==> src/rtl/paddle_line_sequencer.sv <==
`timescale 1ns/1ps
// ---------------------------------------------------------------------------
// paddle_line_sequencer
//
// Initiator side of the vertical-line-drawer start/done handshake in the pong
// video path. On every frame tick it latches the paddle buttons, then for the
// left paddle and then the right paddle it asks the line drawer for an erase
// at the old position followed by a draw at the new position. It owns the
// committed paddle positions and reports them to game logic.
//
// Ports:
//   clk, reset                 clock, asynchronous active-high reset
//   frame_tick                 one-cycle pulse per frame
//   l_up, l_down, r_up, r_down paddle buttons, synchronous to clk
//   ln_start                   start request to the line drawer (level)
//   ln_done                    one-cycle completion pulse from the drawer
//   ln_x, ln_y, ln_height      line origin column, top row and length
//   color                      1 = paint paddle, 0 = erase to background
//   busy                       high whenever a frame update is in progress
//   frame_done                 one-cycle pulse once both paddles are redrawn
//   l_y, r_y                   committed paddle tops
// ---------------------------------------------------------------------------
module paddle_line_sequencer #(
    parameter int PADDLE_H = 32,
    parameter int LEFT_X   = 10,
    parameter int RIGHT_X  = 309,
    parameter int Y_MAX    = 240,
    parameter int STEP     = 2,
    parameter int Y_INIT   = 104
) (
    input  logic       clk,
    input  logic       reset,
    input  logic       frame_tick,
    input  logic       l_up,
    input  logic       l_down,
    input  logic       r_up,
    input  logic       r_down,
    output logic       ln_start,
    input  logic       ln_done,
    output logic [8:0] ln_x,
    output logic [7:0] ln_y,
    output logic [7:0] ln_height,
    output logic       color,
    output logic       busy,
    output logic       frame_done,
    output logic [7:0] l_y,
    output logic [7:0] r_y
);

    localparam logic [8:0] STEP9  = 9'(STEP);
    localparam logic [8:0] LIMIT9 = 9'(Y_MAX - PADDLE_H);

    typedef enum logic [2:0] {
        IDLE,
        ERASE,
        ERASE_REL,
        DRAW,
        DRAW_REL
    } state_t;

    state_t state;
    state_t state_next;

    logic sel_right;
    logic lat_l_up;
    logic lat_l_down;
    logic lat_r_up;
    logic lat_r_down;

    logic [8:0] cur_y9;
    logic       mv_up;
    logic       mv_down;
    logic [7:0] new_y;

    // Candidate new position for whichever paddle is selected, worked out
    // from the buttons captured at the frame tick. The arithmetic is done in
    // 9 bits so that neither the subtraction near the top nor the addition
    // near the bottom can wrap before the clamp is applied.
    always_comb begin
        cur_y9  = {1'b0, (sel_right ? r_y : l_y)};
        mv_up   = sel_right ? lat_r_up   : lat_l_up;
        mv_down = sel_right ? lat_r_down : lat_l_down;
        new_y   = cur_y9[7:0];
        if (mv_up && !mv_down) begin
            new_y = (cur_y9 >= STEP9) ? 8'(cur_y9 - STEP9) : 8'd0;
        end else if (mv_down && !mv_up) begin
            new_y = ((cur_y9 + STEP9) <= LIMIT9) ? 8'(cur_y9 + STEP9) : 8'(LIMIT9);
        end
    end

    // State register. The async reset drops ln_start immediately because
    // ln_start is decoded straight from this register.
    always_ff @(posedge clk or posedge reset) begin
        if (reset) begin
            state <= IDLE;
        end else begin
            state <= state_next;
        end
    end

    // Next-state logic. The two REL states hold ln_start low for exactly one
    // cycle so the drawer sees a fresh rising edge for every command; ln_done
    // is only honoured in the states where a request is outstanding.
    always_comb begin
        state_next = state;
        case (state)
            IDLE:      if (frame_tick) state_next = ERASE;
            ERASE:     if (ln_done)    state_next = ERASE_REL;
            ERASE_REL:                 state_next = DRAW;
            DRAW:      if (ln_done)    state_next = DRAW_REL;
            DRAW_REL:  state_next = sel_right ? IDLE : ERASE;
            default:                   state_next = IDLE;
        endcase
    end

    // Moore outputs. The line y is always the selected paddle's register:
    // during ERASE it still holds the old top, and by DRAW it has been
    // overwritten with the new one, so no separate copy is needed.
    always_comb begin
        ln_start   = (state == ERASE) || (state == DRAW);
        color      = (state == DRAW);
        busy       = (state != IDLE);
        frame_done = (state == DRAW_REL) && sel_right;
        ln_x       = sel_right ? 9'(RIGHT_X) : 9'(LEFT_X);
        ln_y       = sel_right ? r_y : l_y;
        ln_height  = 8'(PADDLE_H);
    end

    // Datapath registers: buttons are captured only on an accepted frame
    // tick, a paddle's new top is committed when its erase completes, and
    // the paddle select flips to the right paddle after the left draw.
    always_ff @(posedge clk or posedge reset) begin
        if (reset) begin
            sel_right  <= 1'b0;
            lat_l_up   <= 1'b0;
            lat_l_down <= 1'b0;
            lat_r_up   <= 1'b0;
            lat_r_down <= 1'b0;
            l_y        <= 8'(Y_INIT);
            r_y        <= 8'(Y_INIT);
        end else begin
            case (state)
                IDLE: begin
                    if (frame_tick) begin
                        sel_right  <= 1'b0;
                        lat_l_up   <= l_up;
                        lat_l_down <= l_down;
                        lat_r_up   <= r_up;
                        lat_r_down <= r_down;
                    end
                end
                ERASE: begin
                    if (ln_done) begin
                        if (sel_right) begin
                            r_y <= new_y;
                        end else begin
                            l_y <= new_y;
                        end
                    end
                end
                DRAW_REL: begin
                    if (!sel_right) begin
                        sel_right <= 1'b1;
                    end
                end
                default: begin
                end
            endcase
        end
    end

endmodule

==> config.mk <==
export PLATFORM = sky130hd
export DESIGN_NAME = paddle_line_sequencer
export DESIGN_NICKNAME = d
export VERILOG_FILES = /design/src/rtl/paddle_line_sequencer.sv
export SDC_FILE = /design/constraint.sdc
export NUM_CORES = 1
export LEC_CHECK = 0
export ABC_AREA = 1
export CAP_MARGIN = 20
export CORE_MARGIN = 2
export CORE_UTILIZATION = 44
export DETAILED_ROUTE_END_ITERATION = 8
export DONT_BUFFER_PORTS = 1
export GPL_ROUTABILITY_DRIVEN = 0
export PLACE_DENSITY = 0.66
export SLEW_MARGIN = 20
export SYNTH_ARGS = -nofsm -noshare
export SYNTH_HDL_FRONTEND = slang
export SYNTH_SLANG_ARGS = --single-unit
==> constraint.sdc <==
create_clock -name clk -period 5.1 [get_ports clk]
set_clock_uncertainty 0.05 [all_clocks]
set_input_delay 0.765 -clock clk [delete_from_list [all_inputs] [get_ports clk]]
set_output_delay 0.765 -clock clk [all_outputs]
set_load 0.01 [all_outputs]
## After elaboration in Yosys (flattened, before gate mapping)

Index checks and enable logic that the tools add are counted.

| cells by class | value |
|---|---|
| $add $sub $neg | 2 |
| $lt $le $gt $ge | 2 |
| equality and inequality tests | 7 |
| mux-type cells | 15 |
| bitwise gates (word level) | 1 |
| reduce and logical (&&, ||, !) cells | 14 |

Operators with widths:

| operator | number |
|---|---|
| $mux 8 | 5 |
| $pmux 3 s5 | 1 |
| $add 8x2->9 const B | 1 |
| $le 9x8->1 const B | 1 |
| $mux 3 | 3 |
| $mux 9 | 1 |
| $reduce_and 3->1 | 3 |
| $ge 8x2->1 const B | 1 |
| $sub 8x2->8 const B | 1 |
| $eq 3x2->1 const B | 2 |
| $ne 2x2->1 const B | 3 |
| $mux 1 | 4 |
| $reduce_and 2->1 | 2 |
| $eq 3x1->1 const B | 1 |
| $eq 3x3->1 const B | 1 |
| $logic_and 1x1->1 | 3 |
| $logic_not 3->1 | 1 |
| $reduce_bool 3->1 | 1 |
| $logic_not 1->1 | 2 |
| $pmux 1 s2 | 1 |
| $reduce_bool 2->1 | 1 |
| $logic_or 1x1->1 | 1 |
| $not 1->1 | 1 |

| storage, ports and cells | value |
|---|---|
| flip-flop bits (word level) | 24 |
| input bits | 8 |
| output and inout bits | 45 |

## Depth between registers and ports, before layout

| logic depth | value |
|---|---|
| word-level depth | 6 |
| mapped depth | 19 |
| gate-level depth less buffers | 17 |

## Worst setup path after synthesis

Ideal clock, no wire load.

| timing path | value |
|---|---|
| kind | register -> register |
| start | register sel_right |
| end | register l_y[4] |
| setup time | 0.117 ns |
| data arrival time | 2.095 ns |
| required time | 4.933 ns |
| slack | 2.837 ns |
| cell stages (with the launch flop) | 20 |
| path buffers | 2 |
| period minus slack after synthesis | 2.263 ns |
| cells stage by stage | dfrtp_1 -> buf_6 -> inv_4 -> buf_8 -> nand2_2 -> nand2_4 -> inv_4 -> ha_1 -> nor3_2 -> nand2_1 -> nand2_1 -> nand2_1 -> nand2_1 -> nand2_2 -> nand2_4 -> nand2_1 -> nand2_1 -> nand2_1 -> nand2_1 -> nand2_1 |

| between the ends | value |
|---|---|
| word-level cells in the longest chain between the ends | 6 |

RTL lines:

| item | RTL line | text |
|---|---|---|
| from (decl) | 64 | `logic sel_right;` |
| from (signal assigned) | 134 | `sel_right <= 1'b0;` |
| from (signal assigned) | 145 | `sel_right <= 1'b0;` |
| from (signal assigned) | 163 | `sel_right <= 1'b1;` |
| $mux 8 * | -- |  |
| via ln_y[1] | 41 | `output logic [7:0] ln_y,` |
| $add 8x2->9 | 87 | `new_y = ((cur_y9 + STEP9) <= LIMIT9) ? 8'(cur_y9 + STEP9) : 8'(LIMIT9);` |
| $le 9x8->1 | 87 |  |
| $mux 8 | 87 |  |
| $mux 8 | 86 | `end else if (mv_down && !mv_up) begin` |
| $mux 8 * | 84 | `if (mv_up && !mv_down) begin` |
| to (signal assigned) | 139 | `l_y <= 8'(Y_INIT);` |
| to (signal assigned) | 157 | `l_y <= new_y;` |
| to (decl) | 46 | `output logic [7:0] l_y,` |

Mark *: on every way through the listed nets, which the timed path passes. The rest lies on a longest branch.
A chain may end at the register's enable or synchronous reset.

## Worst setup path after layout

| timing path | value |
|---|---|
| start | register sel_right |
| end | register r_y[7] |

| between the ends | value |
|---|---|
| word-level cells in the longest chain between the ends | 6 |

RTL lines:

| item | RTL line | text |
|---|---|---|
| $mux 8 * | -- |  |
| via ln_y[1] | 41 |  |
| $add 8x2->9 | 87 |  |
| $le 9x8->1 | 87 |  |
| $mux 8 | 87 |  |
| $mux 8 | 86 |  |
| $mux 8 * | 84 |  |
| to (signal assigned) | 140 | `r_y <= 8'(Y_INIT);` |
| to (signal assigned) | 155 | `r_y <= new_y;` |
| to (decl) | 47 | `output logic [7:0] r_y` |

Marked as above.

==> flow_summary.yaml <==
worst_setup_path:
  r2r_end: "r_y[7]"
  required_ps: 5220
  timing.critical_path.to_type: "register"
  rrSetupSlack_ps: 2060
  r2r-start: "sel_right"
  reg2reg_depth: 17
  start_kind: "register"
  crit_start: "sel_right"
  crit_arrival_ps: 3160
  crit_end: "r_y[7]"
  crit_path_max_fanout: 21
  worstSetupPathType: "reg2reg"
layout:
  fill_cells: 411
  antenna_cells: 0
  nNetsFinal: 266
  final_cell_mix: "nand2_1 (97), inv_1 (20), dfrtp_1 (18)"
  layout_commonest_cell: "nand2_1"
  area_growth_pct: 0.3374
  layout-drive-gt1-share_pct: 16.93
  instances_no_fill: 304
  design_area_sq_um: 1862
status:
  status: "finished clean"
clock_tree:
  cts_buffers: 3
  cts.clk_slew.worst_paths_ps: 90
  htree_levels: 1
  cts.sinks: 24
  cts-root-buf: "clkbuf_8"
  cts_hold_buf: 0
  tritoncts: "done"
  worstSkewPairLatency_ps: 270
  ctsResizeCount: 0
  cts_buffer_depth: 2
  post_cts_buffers: 0
timing:
  fin_crit_ps: 3041
  clock.fmax_mhz: 328.9
  timing.slew.headroom_pct: 26.78
  hold_viol: 0
  hold_ws_ps: 443.4
  setup_tns_ps: 0
  setup_violations: 0
  tightestPinTransition_ps: 1098
  slew_viol_final: 0
  rsz0062_at_grt: "false"
  period_share_pct: 59.62
floorplanning:
  num_io_pins: 53
  dieArea_sq_um: 4753
  die_y_um: 68.94
  die-width_um: 68.94
  design.core.area_sq_um: 4029
  num_rows: 23
  start_util_pct: 46.06
logic_synthesis:
  synth_edf_count: 0
  ys_ff_latch: 24
  syn_area_sq_um: 1856
  synth_cell_types: 32
  syn_inst: 262
  synth_top_cells_by_area: "dfrtp_1 (24%), nand2_1 (20%), dfstp_2 (8.5%), buf_4 (6.5%), nand3_1 (4.3%)"
  synth_top_area_share_pct: 24.28
  synth_top_area_cell: "dfrtp_1"
  yosysWarnings: 0
  postSynthAreaPerCell_sq_um: 7.082
  synth_ff_type: "dfrtp_1"
  synth-seq-area-share_pct: 32.77
  async_flop_share_pct: 100.0
pwr:
  p_sw_w: 0.0007688
  pwr-share-seq_pct: 29.0
  leakagePower_nw: 0.9531
  pwr-share-comb_pct: 59.1
  switching_share_pct: 53.90
  powerDensity_nw_per_um2: 766.1
  ir_drop_mv: 0.3343
  power.internal_w: 0.0006576
  clockPowerShare_pct: 11.9
place:
  port_buffers: 0
  place_area_sq_um: 1790
  dp_hpwl_um: 3228
  dp_cells: 300
hold_path:
  hp-class: "reg2reg"
global_route:
  overflow: 0
  grt_usage_pct: 20.10
  grt_max_degree: 25
  grt_pass1_vias: 1452
  antenna_found_initial: 0
  grt_pass1_wl_um: 7072
drt:
  vias_per_cell: 5.240
  via_count: 1593
  first_pass_iters: 4
  drt_iter0_drc: 118
  drc_errors: 0
  wl_um: 4325
  ant_nets: 0
  wl_per_cell_um: 14.23
flow_run:
  cap_violations: 0
[critical path, stage by stage (launching register included)]
cell and delay, ps:
dfrtp_1 1080, inv_4 250, nand2_2 160, nand2_4 110, inv_4 110, ha_1 270, nor3_2 190, nand2_1 70
nand2_1 50, nand2_1 40, nand2_1 80, nand2_2 70, nand2_4 100, nand2_1 70, nand2_1 50, nand2_1 60
nand2_1 50, nand2_1 50
[power by group through the flow]
stage,Sequential [W],Clock (W),Combinational (W)
2_1_floorplan,0.000366,0,0.000770
3_3_place_gp,0.000418,0,0.000832
3_5_place_dp,0.000419,0,0.000830
4_1_cts,0.000415,0.000173,0.000842
5_1_grt,0.000429,0.000184,0.000949
6_report,0.000413,0.000170,0.000844
[sequential cells by signal (all words and copies together), names as in the netlist]
| name | cells |
|---|---|
| lat_l_down | 1 |
| l_y | 8 |
| state | 3 |
| lat_l_up | 1 |
| lat_r_down | 1 |
| sel_right | 1 |
| lat_r_up | 1 |
| r_y | 8 |
[how the worst min path moves through the flow]
stage	start	to	slack [ps]	cells past startpoint
2_1_floorplan	lat_l_up	lat_l_up	400	2
4_1_cts	lat_r_down	lat_r_down	450	2
3_3_place_gp	lat_l_up	lat_l_up	420	2
3_5_place_dp	lat_r_down	lat_r_down	420	2
5_1_grt	lat_l_up	lat_l_up	480	2
6_report	lat_r_down	lat_r_down	440	2
[layer usage]
metal	track usage (%)	up-vias	part of all wire (%)
met1	24.60	754	45
met5	0	-	0
met4	3.676	0	0.67
met2	35.22	53	47
met3	5.844	4	7.7
li1	-	782	-
[cell families after synthesis]
group	after synthesis	synth area share [%]
compound gates	25	8.024
xor+xnor	7	3.304
fa+ha+maj	3	2.023
buf+inv	46	14.23
flops	24	32.77
mux	1	0.5395
other cells	2	0.4047
simple gates	154	38.71
[metrics by stage]
stage | power (W) | setup WS [ps] | util [%]
floorplan | 0.001135 | 2837 | -
global placement | 0.001249 | 2138 | 44.44
detailed placement | 0.001249 | 2065 | 44.44
CTS | 0.001430 | 2051 | 46.21
global route | 0.001562 | 1747 | 46.21
finish | 0.001426 | 2059 | 46.21
[cells in the mapped netlist, types with 3 or more instances]
master / instances
dfstp_2: 6
nand2_1: 97
o21ai_2: 4
dfrtp_1: 18
inv_1: 20
nand3_1: 16
nand2_4: 5
xor2_1: 6
o21ai_1: 6
ha_1: 3
nand2_2: 11
nor2_1: 15
o21ai_0: 9
inv_2: 3
a21oi_1: 4
buf_4: 16
nand4_1: 3
[final cells by class]
type	instances	area, sq um	area share (%)
Sequential cell	24	608.1	32.66
Multi-Input combinational cell	200	1013	54.44
Timing Repair Buffer	1	7.507	0.4032
Inverter	25	98.84	5.309
Clock buffer	3	41.29	2.218
Clock inverter	1	30.03	1.613
Tap cell	50	62.56	3.360
Power figures use the tool's default switching activity.
